File: config.mk
export PLATFORM = sky130hd
export DESIGN_NAME = cordic_iter_counter_flat
export DESIGN_NICKNAME = d
export VERILOG_FILES = /design/src/rtl/cordic_iter_counter_if.sv /design/src/rtl/cordic_iter_counter.sv /design/src/flat_wrapper.sv
export SDC_FILE = /design/constraint.sdc
export NUM_CORES = 1
export LEC_CHECK = 0
export CORE_ASPECT_RATIO = 0.75
export CORE_MARGIN = 2
export CORE_UTILIZATION = 47
export DETAILED_ROUTE_END_ITERATION = 16
export GPL_ROUTABILITY_DRIVEN = 1
export PLACE_DENSITY = 0.77
export SETUP_SLACK_MARGIN = 0.4
export SLEW_MARGIN = 20
export SYNTH_ARGS = -nofsm -noshare
export SYNTH_HDL_FRONTEND = slang
export SYNTH_SLANG_ARGS = --single-unit
File: constraint.sdc
create_clock -name clk_i -period 3.7 [get_ports clk_i]
set_clock_uncertainty 0.2 [all_clocks]
set_input_delay 0.925 -clock clk_i [delete_from_list [all_inputs] [get_ports clk_i]]
set_output_delay 0.925 -clock clk_i [all_outputs]
set_load 0.005 [all_outputs]
File: src/rtl/cordic_iter_counter_if.sv
// cordic_iter_counter_if
//   Start/done handshake between a CORDIC controller and the iteration
//   sequencer.
//   start_i : one-cycle start request        (controller -> sequencer)
//   cont_i  : 0 = one-shot, 1 = continuous   (controller -> sequencer)
//   max_i   : terminal count M, 0 illegal    (controller -> sequencer)
//   busy_o  : high while counting            (sequencer -> controller)
//   done_o  : one-cycle completion pulse     (sequencer -> controller)
//   err_o   : one-cycle protocol-error pulse (sequencer -> controller)
//   master modport is the controller side, slave modport is the sequencer.
interface cordic_iter_counter_if #(
  parameter int unsigned Width = 16
);
  logic             start_i;
  logic             cont_i;
  logic [Width-1:0] max_i;
  logic             busy_o;
  logic             done_o;
  logic             err_o;

  modport master (
    output start_i, cont_i, max_i,
    input  busy_o, done_o, err_o
  );

  modport slave (
    input  start_i, cont_i, max_i,
    output busy_o, done_o, err_o
  );
endinterface

File: src/rtl/cordic_iter_counter.sv
// cordic_iter_counter
//   Iteration sequencer for the CORDIC datapath. Counts 0..M-1 after an
//   accepted start, one-shot or continuous, with a combinational
//   terminal-count tick, stall enable, graceful stop of continuous runs and
//   protocol-error flagging.
//
//   Parameter Width (1..32): width of the count and terminal count.
//   Ports:
//     clk_i   : clock, rising edge
//     rst_i   : asynchronous active-high reset
//     hs      : start/done handshake (slave side): start_i, cont_i, max_i,
//               busy_o, done_o, err_o
//     ena_i   : count enable, 0 stalls the count
//     stop_i  : continuous-mode stop request (level, sticky once seen in RUN)
//     abort_i : immediate abort, only when CORDIC_ITER_ABORT_EN is defined
//     cnt_o   : current iteration index (registered)
//     tick_o  : terminal-count strobe (combinational)
//
//   Build option: define CORDIC_ITER_ABORT_EN to add abort_i.
module cordic_iter_counter #(
  parameter int unsigned Width = 16
) (
  input  logic              clk_i,
  input  logic              rst_i,
  cordic_iter_counter_if.slave hs,
  input  logic              ena_i,
  input  logic              stop_i,
`ifdef CORDIC_ITER_ABORT_EN
  input  logic              abort_i,
`endif
  output logic [Width-1:0]  cnt_o,
  output logic              tick_o
);

  typedef enum logic [1:0] {
    IDLE = 2'd0,
    RUN  = 2'd1,
    DONE = 2'd2
  } state_t;

  state_t           state_q, state_d;
  logic [Width-1:0] cnt_q, cnt_d;
  logic [Width-1:0] max_q, max_d;
  logic             cont_q, cont_d;
  logic             stop_q, stop_d;
  logic             busy_q, done_q, err_q, err_d;
  logic             start_ok;
  logic             at_last;

  assign start_ok = hs.start_i && (hs.max_i != '0);
  // max_q is never 0 in RUN, so max_q-1 cannot wrap there.
  assign at_last  = (cnt_q == (max_q - Width'(1)));
  assign tick_o   = (state_q == RUN) && ena_i && at_last;

  always_comb begin
    state_d = state_q;
    cnt_d   = cnt_q;
    max_d   = max_q;
    cont_d  = cont_q;
    stop_d  = stop_q;
    err_d   = 1'b0;

    case (state_q)
      IDLE, DONE: begin
        state_d = IDLE;
        if (start_ok) begin
          max_d   = hs.max_i;
          cont_d  = hs.cont_i;
          stop_d  = 1'b0;
          cnt_d   = '0;
          state_d = RUN;
        end else if (hs.start_i) begin
          err_d = 1'b1;
        end
      end

      RUN: begin
        if (hs.start_i) begin
          err_d = 1'b1;
        end
        if (stop_i) begin
          stop_d = 1'b1;
        end
        if (ena_i) begin
          if (at_last) begin
            cnt_d = '0;
            // stop_i is checked directly so a stop seen in the terminal
            // cycle itself still ends the run.
            if (!cont_q || stop_q || stop_i) begin
              state_d = DONE;
            end
          end else begin
            cnt_d = cnt_q + Width'(1);
          end
        end
      end

      default: begin
        state_d = IDLE;
        cnt_d   = '0;
      end
    endcase

`ifdef CORDIC_ITER_ABORT_EN
    // Abort overrides terminal count and start; done_o is derived from
    // state_d, so sending state to IDLE also suppresses a pending done.
    if (abort_i && (state_q != IDLE)) begin
      state_d = IDLE;
      cnt_d   = '0;
    end
`endif
  end

  always_ff @(posedge clk_i or posedge rst_i) begin
    if (rst_i) begin
      state_q <= IDLE;
      cnt_q   <= '0;
      max_q   <= '0;
      cont_q  <= 1'b0;
      stop_q  <= 1'b0;
      busy_q  <= 1'b0;
      done_q  <= 1'b0;
      err_q   <= 1'b0;
    end else begin
      state_q <= state_d;
      cnt_q   <= cnt_d;
      max_q   <= max_d;
      cont_q  <= cont_d;
      stop_q  <= stop_d;
      busy_q  <= (state_d == RUN);
      done_q  <= (state_d == DONE);
      err_q   <= err_d;
    end
  end

  assign cnt_o     = cnt_q;
  assign hs.busy_o = busy_q;
  assign hs.done_o = done_q;
  assign hs.err_o  = err_q;

endmodule
File: src/flat_wrapper.sv
// flat-port wrapper written by rule: the top's interface ports become plain ports
module cordic_iter_counter_flat 
#(
  parameter int unsigned Width = 16
)
  (clk_i, rst_i, ena_i, stop_i, cnt_o, tick_o, hs_start_i, hs_cont_i, hs_max_i, hs_busy_o, hs_done_o, hs_err_o);
  cordic_iter_counter_if #(.Width(Width)) hs_i ();
  input  logic clk_i;
  input  logic rst_i;
  input  logic ena_i;
  input  logic stop_i;
  output logic [Width-1:0] cnt_o;
  output logic tick_o;
  input wire logic [$bits(hs_i.start_i)-1:0] hs_start_i;
  input wire logic [$bits(hs_i.cont_i)-1:0] hs_cont_i;
  input wire logic [$bits(hs_i.max_i)-1:0] hs_max_i;
  output wire logic [$bits(hs_i.busy_o)-1:0] hs_busy_o;
  output wire logic [$bits(hs_i.done_o)-1:0] hs_done_o;
  output wire logic [$bits(hs_i.err_o)-1:0] hs_err_o;
  assign hs_i.start_i = hs_start_i;
  assign hs_i.cont_i = hs_cont_i;
  assign hs_i.max_i = hs_max_i;
  assign hs_busy_o = hs_i.busy_o;
  assign hs_done_o = hs_i.done_o;
  assign hs_err_o = hs_i.err_o;
  cordic_iter_counter #(.Width(Width)) u_core (.clk_i(clk_i), .rst_i(rst_i), .hs(hs_i), .ena_i(ena_i), .stop_i(stop_i), .cnt_o(cnt_o), .tick_o(tick_o));
endmodule
== Word level (Yosys, flattened, before mapping) ==
Cells that the tools add are included.
Word-level totals
  register bits after elaboration: 39
  latch bits: 0
  memory bits (writable): 0
  ROM bits: 0
  bits of input ports: 22
  output and inout bits: 20
  word-level logic and storage cells: 46
  memories kept: 0
Operators by class
  $add $sub $neg: 2
  multipliers: 0
  div/mod/pow operators: 0
  $lt $le $gt $ge: 0
  equality and inequality tests: 8
  shifts and indexed selects: 0
  mux-type cells: 15
  bitwise operators: 0
  reductions and logical operators: 13
Operators by type and width (count)
  2-to-1 mux 16 bit: 3
  case mux 16 bit (2 select lines): 1
  adder 16 x 1 -> 16 bit, second input constant: 1
  equality test 16 bit: 1
  nonzero test 16 bit: 1
  subtractor 16 x 1 -> 16 bit, second input constant: 1
  2-to-1 mux 2 bit: 3
  2-to-1 mux 1 bit: 5
  equality test 2 x 1 -> 1 bit, second input constant: 2
  equality test 2 bit, second input constant: 2
  inequality test 2 bit, second input constant: 2
  case mux 1 bit (2 select lines): 2
  case mux 2 bit (2 select lines): 1
  AND reduction 2 bit: 2
  logical AND 1 bit: 3
  AND reduction 3 bit: 1
  logical NOT 2 bit: 1
  logical OR 1 bit: 2
  inequality test 2 x 1 -> 1 bit, second input constant: 1
  nonzero test 2 bit: 1
  OR reduction 2 bit: 1
  logical NOT 1 bit: 1

== Longest topological paths before layout ==
Gate-level depths: netlist of run 1.
  word-level depth: 8
  mapped depth: 12
  mapped depth without buffers: 10

== Worst setup path before layout of run 1 ==
OpenSTA, ideal clock, no wires.
  path kind: register -> output
  start: reg u_core.max_q[0]
  end: out tick_o
  data arrival time: 2.585 ns
  required time: 2.575 ns
  slack: -0.010 ns
  stages on the path, launching flop included: 11
  buffers on the path: 1
  path through: dfrtp_1 inv_1 ha_1 clkbuf_2 or3b_2 o31a_1 or3_1 a21oi_2 o211ai_2 nor3_1 and3_1
On the way
  word-level cells in the longest chain between the ends: 3
RTL lines
  start: declaration: RTL line cordic_iter_counter.sv:43  | logic [Width-1:0] max_q, max_d;
  start signal: assignment: RTL line cordic_iter_counter.sv:127  | max_q <= max_d;
  subtractor 16 x 1 -> 16 bit: RTL line cordic_iter_counter.sv:52  | assign at_last = (cnt_q == (max_q - Width'(1)));
  equality test 16 bit: RTL line cordic_iter_counter.sv:52
  logical AND 1 bit: RTL line cordic_iter_counter.sv:53  | assign tick_o = (state_q == RUN) && ena_i && at_last;
  end: declaration: RTL line flat_wrapper.sv:13  | output logic tick_o;
No other way between the ends.

== Final worst setup path of run 1 ==
Same ends and word-level chain as after synthesis.

==> impl_metrics.csv, run 1 <==
group,metric,value,unit
flow_run,drv_cap,0,
grt,grt_pass1_vias,1951,
synth,synthTopCellsByArea,"dfrtp_1 (42%), mux2_2 (7.2%), xnor2_1 (6.7%), xor2_1 (3.7%), nand2_1 (3.2%)",
clock_network,cts_tree,"built",
power_and_ir_drop,powerDensity,602,nW/um^2
floorplanning,die_w,85.4,um
placement,dpl_worst_slack,-0.159,ns
critical_path,cp-start-kind,"flip-flop",
synth,synth.yosys.warnings,0,
timing,slew_headroom,0.596,
detailed_routing,remaining_drc_errors,0,
synth,yosysUniqueCellTypes,53,
critical_path,reg2reg_slack,0.53,ns
placement,place_hpwl,4220,um
timing,worst-slew-pin-transition,0.596,ns
critical_path,reg2reg_from,"u_core.max_q[0]",
min_path,min_path_type,"flip-flop to flip-flop",
synth,synth.cell_area,2340,um^2
min_path,holdPathEnd,"u_core.hs.done_o",
cells_and_area,utilization,0.661,
clock_network,htreeDepth,2,
critical_path,worstPathCellList,"buf_4, or4_4, or4_4, a211oi_2, nand3b_1, nand2_2, nor3_2, and3_1, buf_2",
synth,synthCells,239,
grt,grt_max_degree,40,
outcome,violations,"setup timing",
floorplanning,core,4840,um^2
floorplanning,num_rows,22,
detailed_routing,ant_nets,0,
timing,finalHoldViolCount,0,
detailed_routing,firstDrtPassIters,4,
critical_path,cpMaxStageDelayCell,"or4_4",
synth,synth_edf_count,0,
cells_and_area,drive_gt1_frac,0.287,
detailed_routing,wirelength,5870,um
outcome,status,"finished with violations",
critical_path,cpPeakStageDelay,0.54,ns
timing,slew_viol_final,0,
timing,fin_ws,-0.153,ns
synth,ys_ff_latch,39,
cells_and_area,final_cell_mix,"clkdlybuf4s50_1 (40), dfrtp_1 (39), buf_4 (36)",
detailed_routing,dr.first_iter.drc_count,151,
timing,setup_viol,1,
critical_path,timing.rr.end,"u_core.cnt_o[0]",
timing,fin_crit,3.85,ns
power_and_ir_drop,power,1.93,mW
cells_and_area,fillerInstances,398,
critical_path,cp-end-kind,"output pin",
critical_path,worst-setup-path-type,"flip-flop to output pin",
placement,gp_congestion,0.827,
detailed_routing,wl_per_cell,15.6,um
floorplanning,pin_count,42,
timing,rsz0062_at_grt,"yes",
min_path,whs_path_depth,1,
grt,grt_overflow_total,0,
clock_network,cts_buffers,5,
cells_and_area,area_growth,37.2,%
grt,grt_usage,0.220,
critical_path,ff2ff_path_depth,13,
clock_network,cts_sinks,39,
critical_path,path_delay_family,"simple AND/OR/NAND/NOR gates",
critical_path,arrival,2.73,ns
grt,antenna_found_initial,0,
min_path,min_from,"u_core.state_q[1]",
placement,numPortBuffers,41,
synth,synth_top_cell_by_area,"dfrtp_1",
power_and_ir_drop,p_leak,1.29,nW
detailed_routing,viasPerCell,5.57,
synth,yosysSeqAreaShare,0.418,
synth,avgSynthCellArea,9.77,um^2
floorplanning,dieArea,5560,um^2
critical_path,required,2.57,ns
detailed_routing,num_vias,2101,
floorplanning,dieHeight,65.1,um
timing,finalCritPeriodShare,1.04,
clock_network,path_clk_slew,0.07,ns
clock_network,clockBufferDepth,2,
critical_path,crit_path_frequent_cell,"or4_4",
synth,yosysTopAreaCellShare,0.418,
critical_path,cp_num_buf_inv,2,
cells_and_area,nets,340,
critical_path,path_max_fanout,4,
cells_and_area,diodes,0,
grt,grt_pass1_wl,9400,um
clock_network,root_buffer,"clkbuf_8",
floorplanning,initial_core_util,0.482,
cells_and_area,final_common_cell,"clkdlybuf4s50_1",
synth,ys_async_sr_fraction,1.00,
timing,max_freq,260,MHz
synth,synth_nets,263,
power_and_ir_drop,ir_drop,0.000350,V
synth,synth_ff_type,"dfrtp_1",
clock_network,insertion_delay,0.29,ns
==> routing by layer <==
layer | global-route usage | vias up | routed length (um)
li1 | - | 1011 | -
met1 | 0.310 | 1025 | 2800
met2 | 0.343 | 56 | 2720
met3 | 0.0408 | 9 | 256
met4 | 0.0734 | 0 | 87
met5 | 0 | - | 0
==> what timing repair did <==
action                                  4_1_cts  5_1_grt
buffers inserted                              6        0
gates cloned                                  0        0
hold buffers                                  0        0
endpoints found under the setup margin        1       12
gates resized for setup                       9        5
pin swaps                                     7        6
==> cell type report <==
type,count,area [um^2],area share
clock inverter,1,7.51,0.00234
inverter,6,22.5,0.00703
multi-input combinational,186,1340,0.418
timing repair buffer,78,687,0.214
clock buffer,7,96.3,0.0301
sequential,39,976,0.305
tap,60,75.1,0.0234
==> how the worst max path moves through the flow <==
| stage | startpoint | end | cells after the start |
|---|---|---|---|
| 3_3_place_gp | u_core.max_q[8] | tick_o | 8 |
| 6_report | u_core.max_q[0] | tick_o | 9 |
| 5_1_grt | u_core.max_q[0] | tick_o | 9 |
| 4_1_cts | u_core.max_q[1] | tick_o | 10 |
| 2_1_floorplan | u_core.max_q[0] | tick_o | 10 |
| 3_5_place_dp | u_core.max_q[4] | tick_o | 9 |
==> synthesized netlist by cell type, drive strengths merged (2+ instances only) <==
cell	number
clkbuf	4
o211ai	2
buf	4
xor2	10
or4	5
nand3b	2
o311ai	3
nor3b	4
or3	4
o21ai	13
xnor2	18
a21oi	6
nor2	21
and3	3
nor4	10
mux2	15
nand2b	2
inv	6
nand4	2
a22o	2
nor2b	4
o31ai	2
nand3	7
ha	2
nand2	20
dfrtp	39
a21o	4
nor3	11
==> worst reg2reg max path, cell delays in order (launching register included) <==
cell      delay (ns)
dfrtp_1         0.39
inv_1           0.08
ha_2            0.17
or3b_4          0.40
buf_4           0.16
nor4_2          0.24
xnor2_1         0.16
and4_2          0.24
o211ai_2        0.12
buf_4           0.16
o31ai_4         0.27
buf_6           0.17
nor2_2          0.06
mux2_2          0.25
==> power breakdown <==
group / total (mW) / internal [mW] / switching (mW)
sequential: 0.663 / 0.540 / 0.122
clock: 0.314 / 0.169 / 0.145
combinational: 0.953 / 0.515 / 0.439
total: 1.93 / 1.22 / 0.706
==> stage by stage <==
stage / setup TNS [ns] / instances / hold slack (ns) / area, um^2
6_report: -0.153 / 377 / 0.282 / 3200
5_1_grt: -0.271 / 377 / 0.303 / 3200
4_1_cts: -0.167 / 377 / 0.286 / 3180
3_5_place_dp: -0.159 / 363 / 0.276 / 3020
3_3_place_gp: -0.134 / 363 / 0.269 / 3020
2_1_floorplan: 0 / 239 / 0.249 / 2350
==> state kept, by name (all words and copies together), names as in the netlist <==
| signal | flops |
|---|---|
| u_core.cnt_o | 16 |
| u_core.cont_q | 1 |
| u_core.hs.busy_o | 1 |
| u_core.hs.done_o | 1 |
| u_core.hs.err_o | 1 |
| u_core.max_q | 16 |
| u_core.state_q | 2 |
| u_core.stop_q | 1 |
==> cell families after synthesis <==
group | Yosys count | share of synthesized area
buffers and inverters | 14 | 0.0316
adder cells (fa/ha/maj) | 2 | 0.0107
AO/OA/AOI/OAI | 38 | 0.115
multiplexers | 16 | 0.0766
flip-flops | 39 | 0.418
XOR/XNOR | 28 | 0.105
AND/OR/NAND/NOR | 102 | 0.244
Power figures use the tool's default switching activity.
==> inputs of run 2 (changes only) <==
--- a/config.mk
+++ b/config.mk
@@ -9,7 +9,6 @@
 export CORE_MARGIN = 2
 export CORE_UTILIZATION = 47
 export DETAILED_ROUTE_END_ITERATION = 16
-export GPL_ROUTABILITY_DRIVEN = 1
 export PLACE_DENSITY = 0.77
 export SETUP_SLACK_MARGIN = 0.4
 export SLEW_MARGIN = 20
==> results of run 2 <==
Same layout as run 1: the final DEF is identical, and so are final timing and power.
